### config.mk
export PLATFORM = sky130hd
export DESIGN_NAME = assertion_seq_divider
export DESIGN_NICKNAME = d
export VERILOG_FILES = /design/src/rtl/assertion_seq_divider_pkg.sv /design/src/rtl/assertion_seq_divider_div_step.sv /design/src/rtl/assertion_seq_divider.sv
export SDC_FILE = /design/constraint.sdc
export NUM_CORES = 1
export LEC_CHECK = 0
export CORE_MARGIN = 4
export CORE_UTILIZATION = 40
export CTS_CLUSTER_DIAMETER = 50
export CTS_CLUSTER_SIZE = 16
export DETAILED_ROUTE_END_ITERATION = 8
export PLACE_DENSITY = 0.64
export SETUP_SLACK_MARGIN = 0.3
export SLEW_MARGIN = 20
export SYNTH_ARGS = -nofsm -noshare
export SYNTH_HDL_FRONTEND = slang
export SYNTH_SLANG_ARGS = --single-unit
### constraint.sdc
create_clock -name clk -period 2.65 [get_ports clk]
set_input_delay 0.795 -clock clk [delete_from_list [all_inputs] [get_ports clk]]
set_output_delay 0.795 -clock clk [all_outputs]
set_load 0.05 [all_outputs]
### src/rtl/assertion_seq_divider_pkg.sv
`default_nettype none
// ============================================================================
// Module  : assertion_div_pkg
// Brief   : Shared types and constants for the sequential restoring divider.
// Revision: 1.0  initial release
// ============================================================================
package assertion_div_pkg;

    // Default operand width used when the top level is not overridden.
    localparam int DIV_WIDTH = 4;

    // Divider control states, explicitly encoded.
    typedef enum logic [1:0] {
        IDLE = 2'd0,
        CALC = 2'd1,
        DONE = 2'd2
    } div_state_e;

endpackage : assertion_div_pkg
`default_nettype wire

### src/rtl/assertion_seq_divider_div_step.sv
`default_nettype none
// ============================================================================
// Module  : div_step
// Brief   : One combinational restoring shift-subtract step. The partial
//           remainder is shifted left with the next dividend bit appended,
//           the divisor is subtracted in WIDTH+1 bits, and the borrow decides
//           whether the subtraction is kept (quotient bit 1) or restored.
// Revision: 1.0  initial release
// ============================================================================
module div_step
    import assertion_div_pkg::*;
#(
    parameter int WIDTH = DIV_WIDTH
) (
    input  logic [WIDTH-1:0] rem_i,
    input  logic             bit_i,
    input  logic [WIDTH-1:0] div_i,
    output logic [WIDTH-1:0] rem_o,
    output logic             qbit_o
);

    logic [WIDTH:0] shifted_w;
    logic [WIDTH:0] trial_w;

    // Trial subtraction; the MSB of the WIDTH+1 bit result is the borrow.
    // The incoming remainder is always below the divisor, so the shifted
    // value fits in WIDTH+1 bits and a kept difference fits in WIDTH bits.
    always_comb begin
        shifted_w = {rem_i, bit_i};
        trial_w   = shifted_w - {1'b0, div_i};
        qbit_o    = ~trial_w[WIDTH];
        rem_o     = qbit_o ? trial_w[WIDTH-1:0] : shifted_w[WIDTH-1:0];
    end

endmodule : div_step
`default_nettype wire

### src/rtl/assertion_seq_divider.sv
`default_nettype none
// ============================================================================
// Module  : assertion_seq_divider
// Brief   : Sequential unsigned divider with valid/ready handshakes on both
//           sides. One restoring step per cycle, MSB first; divide by zero
//           short-circuits to Q = all ones, R = A. Carries its own input
//           X-check and result-consistency assertions.
// Revision: 1.0  initial release
// ============================================================================
module assertion_seq_divider
    import assertion_div_pkg::*;
#(
    parameter int WIDTH = DIV_WIDTH
) (
    input  logic             clk,
    input  logic             rst,
    input  logic             in_valid,
    output logic             in_ready,
    input  logic [WIDTH-1:0] A,
    input  logic [WIDTH-1:0] B,
    output logic             out_valid,
    input  logic             out_ready,
    output logic [WIDTH-1:0] Q,
    output logic [WIDTH-1:0] R,
    output logic             div_by_zero
);

    localparam int               CNT_W     = $clog2(WIDTH + 1);
    localparam logic [CNT_W-1:0] LAST_ITER = CNT_W'(WIDTH - 1);
    localparam logic [CNT_W-1:0] CNT_ONE   = CNT_W'(1);

    // Control state and handshake flags
    div_state_e       state_q;
    logic [CNT_W-1:0] cnt_q;
    logic             in_ready_q;
    logic             out_valid_q;

    // Operand and working registers
    logic [WIDTH-1:0] a_q;      // dividend as accepted, kept for checking
    logic [WIDTH-1:0] dvd_q;    // dividend shifted out MSB first
    logic [WIDTH-1:0] div_q;    // divisor as accepted
    logic [WIDTH-1:0] rem_q;    // partial remainder
    logic [WIDTH-1:0] quo_q;    // quotient bits collected so far

    // Result registers, held outside DONE
    logic [WIDTH-1:0] q_q;
    logic [WIDTH-1:0] r_q;
    logic             dbz_q;

    // Next values produced by the current restoring step
    logic [WIDTH-1:0] rem_d;
    logic             qbit_d;
    logic [WIDTH-1:0] quo_d;

    div_step #(
        .WIDTH (WIDTH)
    ) u_step (
        .rem_i  (rem_q),
        .bit_i  (dvd_q[WIDTH-1]),
        .div_i  (div_q),
        .rem_o  (rem_d),
        .qbit_o (qbit_d)
    );

    assign quo_d = (quo_q << 1) | WIDTH'(qbit_d);

    // Control FSM, iteration counter, operand/result registers. Entering DONE
    // loads the result; out_valid rises one edge later, which gives a uniform
    // one-cycle result latency after the last step (or after a zero-divisor
    // accept). A handshake returns to IDLE, and in_ready only rises on that
    // same edge, so a pair offered during the handshake waits one cycle.
    always_ff @(posedge clk or posedge rst) begin
        if (rst) begin
            state_q     <= IDLE;
            cnt_q       <= '0;
            in_ready_q  <= 1'b1;
            out_valid_q <= 1'b0;
            a_q         <= '0;
            dvd_q       <= '0;
            div_q       <= '0;
            rem_q       <= '0;
            quo_q       <= '0;
            q_q         <= '0;
            r_q         <= '0;
            dbz_q       <= 1'b0;
        end else begin
            case (state_q)
                IDLE: begin
                    if (in_valid && in_ready_q) begin
                        a_q        <= A;
                        dvd_q      <= A;
                        div_q      <= B;
                        rem_q      <= '0;
                        quo_q      <= '0;
                        cnt_q      <= '0;
                        in_ready_q <= 1'b0;
                        if (B == '0) begin
                            q_q     <= '1;
                            r_q     <= A;
                            dbz_q   <= 1'b1;
                            state_q <= DONE;
                        end else begin
                            state_q <= CALC;
                        end
                    end
                end

                CALC: begin
                    dvd_q <= dvd_q << 1;
                    rem_q <= rem_d;
                    quo_q <= quo_d;
                    if (cnt_q == LAST_ITER) begin
                        cnt_q   <= '0;
                        q_q     <= quo_d;
                        r_q     <= rem_d;
                        dbz_q   <= 1'b0;
                        state_q <= DONE;
                    end else begin
                        cnt_q <= cnt_q + CNT_ONE;
                    end
                end

                DONE: begin
                    if (!out_valid_q) begin
                        out_valid_q <= 1'b1;
                    end else if (out_ready) begin
                        out_valid_q <= 1'b0;
                        in_ready_q  <= 1'b1;
                        state_q     <= IDLE;
                    end
                end

                default: begin
                    out_valid_q <= 1'b0;
                    in_ready_q  <= 1'b1;
                    state_q     <= IDLE;
                end
            endcase
        end
    end

    assign in_ready    = in_ready_q;
    assign out_valid   = out_valid_q;
    assign Q           = q_q;
    assign R           = r_q;
    assign div_by_zero = dbz_q;

    // Reconstruction of the dividend from the held result, full product width.
    logic [2*WIDTH-1:0] chk_sum_w;
    assign chk_sum_w = ({{WIDTH{1'b0}}, q_q} * {{WIDTH{1'b0}}, div_q})
                     + {{WIDTH{1'b0}}, r_q};

    // Warn when an accepted operand pair carries unknown bits.
    always @(posedge clk) begin
        if (!rst && in_valid && in_ready) begin
            a_input_known : assert (!$isunknown(^(A ^ B)))
                else $warning("Input is xx");
        end
    end

    a_result_consistent : assert property (
        @(posedge clk) disable iff (rst)
        (out_valid && !div_by_zero) |->
            ((chk_sum_w == {{WIDTH{1'b0}}, a_q}) && (r_q < div_q))
    ) else $error("Result inconsistent: Q*B+R != A or R >= B");

    a_no_valid_while_ready : assert property (
        @(posedge clk) disable iff (rst)
        !(out_valid && in_ready)
    ) else $error("out_valid and in_ready both high");

endmodule : assertion_seq_divider
`default_nettype wire

* Word level (Yosys, flattened, before mapping) *
Cells that the tools add are included.

operators by class
  shift operators = 0
  $lt $le $gt $ge = 0
  divide/modulo/power cells = 0
  equality and inequality tests = 8
  bitwise logic cells = 3
  add/sub/neg operators = 2
  multiply operators = 0
  reductions and logical operators = 10
  multiplexer cells = 34

operators with widths
  operator                                                                count
  4-bit 2-to-1 mux                                                        9
  4-bit case mux with 2 select lines                                      4
  3-bit case mux with 2 select lines                                      2
  4-bit AND reduction                                                     3
  2-bit 2-to-1 mux                                                        5
  2-bit != test (second input constant)                                   5
  1-bit 2-to-1 mux                                                        8
  3-bit 2-to-1 mux                                                        2
  2-bit case mux with 3 select lines                                      1
  5-bit by 4-bit subtractor with 5-bit output                             1
  4-bit logical NOT                                                       1
  4-bit by 1-bit bitwise OR with 4-bit output                             1
  1-bit case mux with 2 select lines                                      2
  2-bit AND reduction                                                     2
  3-bit by 1-bit adder with 3-bit output (second input constant)          1
  3-bit by 2-bit equality test with 1-bit output (second input constant)  1
  1-bit case mux with 3 select lines                                      1
  2-bit by 1-bit equality test with 1-bit output (second input constant)  1
  2-bit equality test (second input constant)                             1
  2-bit logical NOT                                                       1
  1-bit inverter                                                          2
  2-bit nonzero test                                                      1
  2-bit OR reduction                                                      1
  1-bit logical AND                                                       1

word-level totals
  output and inout bits = 11
  input port bits = 12
  latch bits = 0
  bits in writable memories = 0
  memories kept = 0
  flip-flop bits (word level) = 31
  ROM bits = 0
  word-level logic and storage cells = 68

* Depth between registers and ports, before layout *
  depth in word-level cells = 5
  depth in mapped cells = 8
  depth with buffers taken out = 8

* By module *
Synthesis repeated with hierarchy kept, for this count alone.

unflattened totals
  cells, all modules = 127
  area, all modules = 1601.5 µm²

by module, submodules not included
  module                 instances  area an instance (µm²)  cells an instance  seq. area each (µm²)
  assertion_seq_divider  1          1397.6                  103                777.0
  div_step               1          203.9                   24                 0.0

* Worst setup path after synthesis *
No wires, ideal clock.

  path kind = register to register
  from = register div_q[0]
  to = register r_q[2] (netlist: R[2])
  library setup time = 82 ps
  data required time = 2568 ps
  path buffers = 0
  period minus slack after synthesis = 1997 ps
  path slack = 653 ps
  arrival = 1916 ps
  stages on the path, launching flop included = 8
  cell sequence = dfrtp_1 > ha_1 > fa_1 > nand2b_4 > a21oi_4 > xnor2_2 > mux2_2 > a31oi_1

on the way
  longest elaborated chain between the ends = 4

RTL lines
  element                                      line                                  RTL
  from (decl)                                  assertion_seq_divider.sv:41           logic [WIDTH-1:0] div_q;
  from (signal assigned)                       assertion_seq_divider.sv:80           div_q <= '0;
  from (signal assigned)                       assertion_seq_divider.sv:92           div_q <= B;
  5-bit by 4-bit subtractor with 5-bit output  assertion_seq_divider_div_step.sv:30  trial_w = shifted_w - {1'b0, div_i};
  4-bit 2-to-1 mux                             assertion_seq_divider_div_step.sv:32  rem_o = qbit_o ? trial_w[WIDTH-1:0] : shifted_w[WIDTH-1:0];
  4-bit 2-to-1 mux                             assertion_seq_divider.sv:112          if (cnt_q == LAST_ITER) begin
  4-bit case mux with 2 select lines           assertion_seq_divider.sv:87           case (state_q)
  to (signal assigned)                         assertion_seq_divider.sv:115          r_q <= rem_d;
  to (decl)                                    assertion_seq_divider.sv:47           logic [WIDTH-1:0] r_q;

Every way passes these cells. The select of a mux whose other input is x is not followed.
A chain may end at the register's enable or synchronous reset.

* Worst setup path after layout *
  from = register out_valid_q (netlist: out_valid)
  to = output out_valid

RTL lines
  element                 line                          RTL
  from (decl)             assertion_seq_divider.sv:36   logic out_valid_q;
  from (signal assigned)  assertion_seq_divider.sv:77   out_valid_q <= 1'b0;
  from (signal assigned)  assertion_seq_divider.sv:125  out_valid_q <= 1'b1;
  from (signal assigned)  assertion_seq_divider.sv:127  out_valid_q <= 1'b0;
  to (decl)               assertion_seq_divider.sv:21   output logic out_valid,

No word-level cell between the ends.

==> results.ini <==
[detailed_routing]
num_vias=1124
met2_length_um=1485
drtIter0Drc=80
wl_um=3107
vias_per_cell=5.063
drt-met1-wl_um=1453
wire_per_inst_um=14.00
drc=0
firstDrtPassIters=4
ant_nets=0
wl_met3_um=123
highest_layer=met4

[cells_and_area]
drive_gt1_share_pct=11.93
synthToLayoutAreaGrowth_pct=24.60
nets=193
finalInstanceArea_um2=1869
antenna_cells=0
utilization_pct=53.90

[synthesis]
ys_warn_count=0
syn_avg_cell_area_um2=10.14
synth_xor_area_share_pct=1.084
synth_cell_types=35
synth_top_area_cell=dfrtp_1
yosysMostFrequentCell=dfrtp_1
synth_fa_ha_area_share_pct=5.505
seq_area_frac_synth_pct=51.79
synth-main-ff-cell=dfrtp_1
netlist_top_cells_count=dfrtp_1 (30), nand2_1 (19), nor2_1 (19), a21oi_1 (10), inv_1 (7)
netlist_top_cells_area=dfrtp_1 (50%), nand2_1 (4.8%), nor2_1 (4.8%), ha_1 (4.2%), a21oi_1 (3.3%)
synth_mux_area_share_pct=2.919
synthArstFlopShare_pct=100.0
yosys_register_bits=31
syn_area_um2=1500
synth-simple-area-share_pct=18.43
synth_top_family_by_area=simple AND/OR/NAND/NOR gates
synthesis.nets=166
synth_compound_area_share_pct=16.51
synth_edf_count=0
postSynthCellCount=148
synth_top_area_share_pct=50.04

[sta]
rsz0062_at_grt=no
setup_viol=0
finClkSkew_ns=0.005184
drv_slew=0
finalCriticalPeriod_ns=2.246
worstMarginPinSlew_ns=0.5661
setup_tns_ns=0
slew_headroom_pct=62.26
period_share_pct=84.75
hold_violations=0
fmax_mhz=445.2

[worst_setup_path]
cp.depth=1
critPathSlowestCell=clkdlybuf4s50_1
critPathCaptureType=primary output
r2r_slack_ns=0.48
crit_buf_inv=1
max_stage_delay_ns=0.81
crit_family=buffers and inverters
r2r_start=div_q[0]$_DFFE_PP0P_
worstPathRequired_ns=1.86
startpoint_type=register
crit_arrival_ns=1.45
cp_max_fo=3
rr_worst_depth=7
path_class=register to primary output
r2r-end=R[2]$_DFFE_PP0P_
worstPathCellList=clkdlybuf4s50_1

[worst_hold_path]
hold_path_depth=1
min-delay-start=dvd_q[2]$_DFFE_PP0P_
min_to=dvd_q[2]$_DFFE_PP0P_
hp-class=register to register

[floorplanning]
start_util_pct=43.25
die_x_um=69.24
die_area_um2=4794
die_h_um=69.24
core_area_um2=3468
io_pins=23
rows=21

[clocking]
worstSkewPairLatency_ns=0.27
cts-root-buf=clkbuf_8
postCtsHoldBufs=0
cts.sinks=31
post_cts_buffers=0
cts_tree=done
cts.path.max_buffers=2
numCtsBuffers=5
htree_levels=2
ctsResizeCount=1
clk_pin_slew_worst_paths_ns=0.06

[placed_design]
place_area_um2=1790
io_buffers=22
hpwl_um=2340
gp_congestion=0.8360

[global_routing]
grt_start_max_net_pins=32
antenna_found_initial=0
grt_overflow=0
grt_pass1_vias=1078
grt_pass1_wl_um=5326
grt_use_total_pct=13.90

[pwr]
irDropWorstVdd_uv=353.2
p_total_mw=0.8495
powerDensity_nw_per_um2=454.5
p_leak_nw=0.8570

[outcome]
status=finished, final reports clean

[flow_run]
maxCapViolations=0

## worst max path at each step
stage                       end  slack (ns)                     from
2_1_floorplan  R[2]$_DFFE_PP0P_        0.65     div_q[0]$_DFFE_PP0P_
3_3_place_gp   Q[0]$_DFFE_PP0P_        0.21                     B[3]
3_5_place_dp   R[1]$_DFFE_PP0P_        0.14                     B[3]
4_1_cts             div_by_zero        0.39  div_by_zero$_DFFE_PP0P_
5_1_grt        R[3]$_DFFE_PP0P_        0.34                 in_valid
6_report              out_valid        0.40    out_valid$_DFFE_PP0N_
## metal layers
layer | GRT usage [%] | vias up
li1 | - | 554
met1 | 18.76 | 539
met2 | 20.97 | 26
met3 | 4.638 | 5
met4 | 4.555 | 0
met5 | 0 | -
## through the flow
step,instances,setup slack (ns),hold slack (ns)
finish,222,0.4040,0.4802
global route,222,0.3385,0.5063
CTS,222,0.3900,0.4829
detailed placement,214,0.1387,0.4698
global placement,214,0.2148,0.4623
floorplan,148,0.6525,0.4491
## cells by family (layout without fill, tap and decap cells)
kind of cell	after synthesis	in the layout
fa+ha+maj	6	6
buf+inv	13	41
simple gates	57	57
mux	4	4
compound gates	36	36
flops	31	31
xor+xnor	1	1
## sequential cells by signal, summed over array words and instances (netlist names)
name	flops
R	4
div_q	4
state_q	2
div_by_zero	1
dvd_q	4
out_valid	1
in_ready	1
cnt_q	3
rem_q	4
Q	4
quo_q	3
## cell usage in the layout (no fill, tap or decap), drive strengths merged
| cell | count |
|---|---|
| ha | 5 |
| a31oi | 4 |
| a21oi | 11 |
| a41oi | 1 |
| a21o | 3 |
| fa | 1 |
| dfrtp | 30 |
| o21ai | 8 |
| and3 | 1 |
| mux2 | 3 |
| or3 | 1 |
| nand2 | 19 |
| nor4 | 1 |
| o21a | 1 |
| xnor2 | 1 |
| a22o | 4 |
| nor2 | 20 |
| clkdlybuf4s50 | 21 |
| inv | 7 |
| dlygate4sd2 | 1 |
| or3b | 1 |
| o31ai | 1 |
| a211oi | 2 |
| nand3 | 5 |
| mux2i | 1 |
| o22ai | 1 |
| buf | 4 |
| nor2b | 4 |
| or2 | 1 |
| clkbuf | 8 |
| nand2b | 4 |
| dfstp | 1 |
## area by class of cell
class	count	area, µm²
Clock buffer	8	80.08
Fill cell	321	1599
Inverter	7	26.28
Multi-Input combinational cell	104	666.9
Sequential cell	31	777.0
Tap cell	46	57.56
Timing Repair Buffer	26	261.5
## power breakdown
part / total, mW / internal (mW) / leakage, nW / switching [mW]
registers: 0.474 / 0.474 / 0.372 / 0
logic: 0.0357 / 0.0191 / 0.445 / 0.0166
clock network: 0.340 / 0.186 / 0.0395 / 0.154
(Power assumes the default switching activity.)
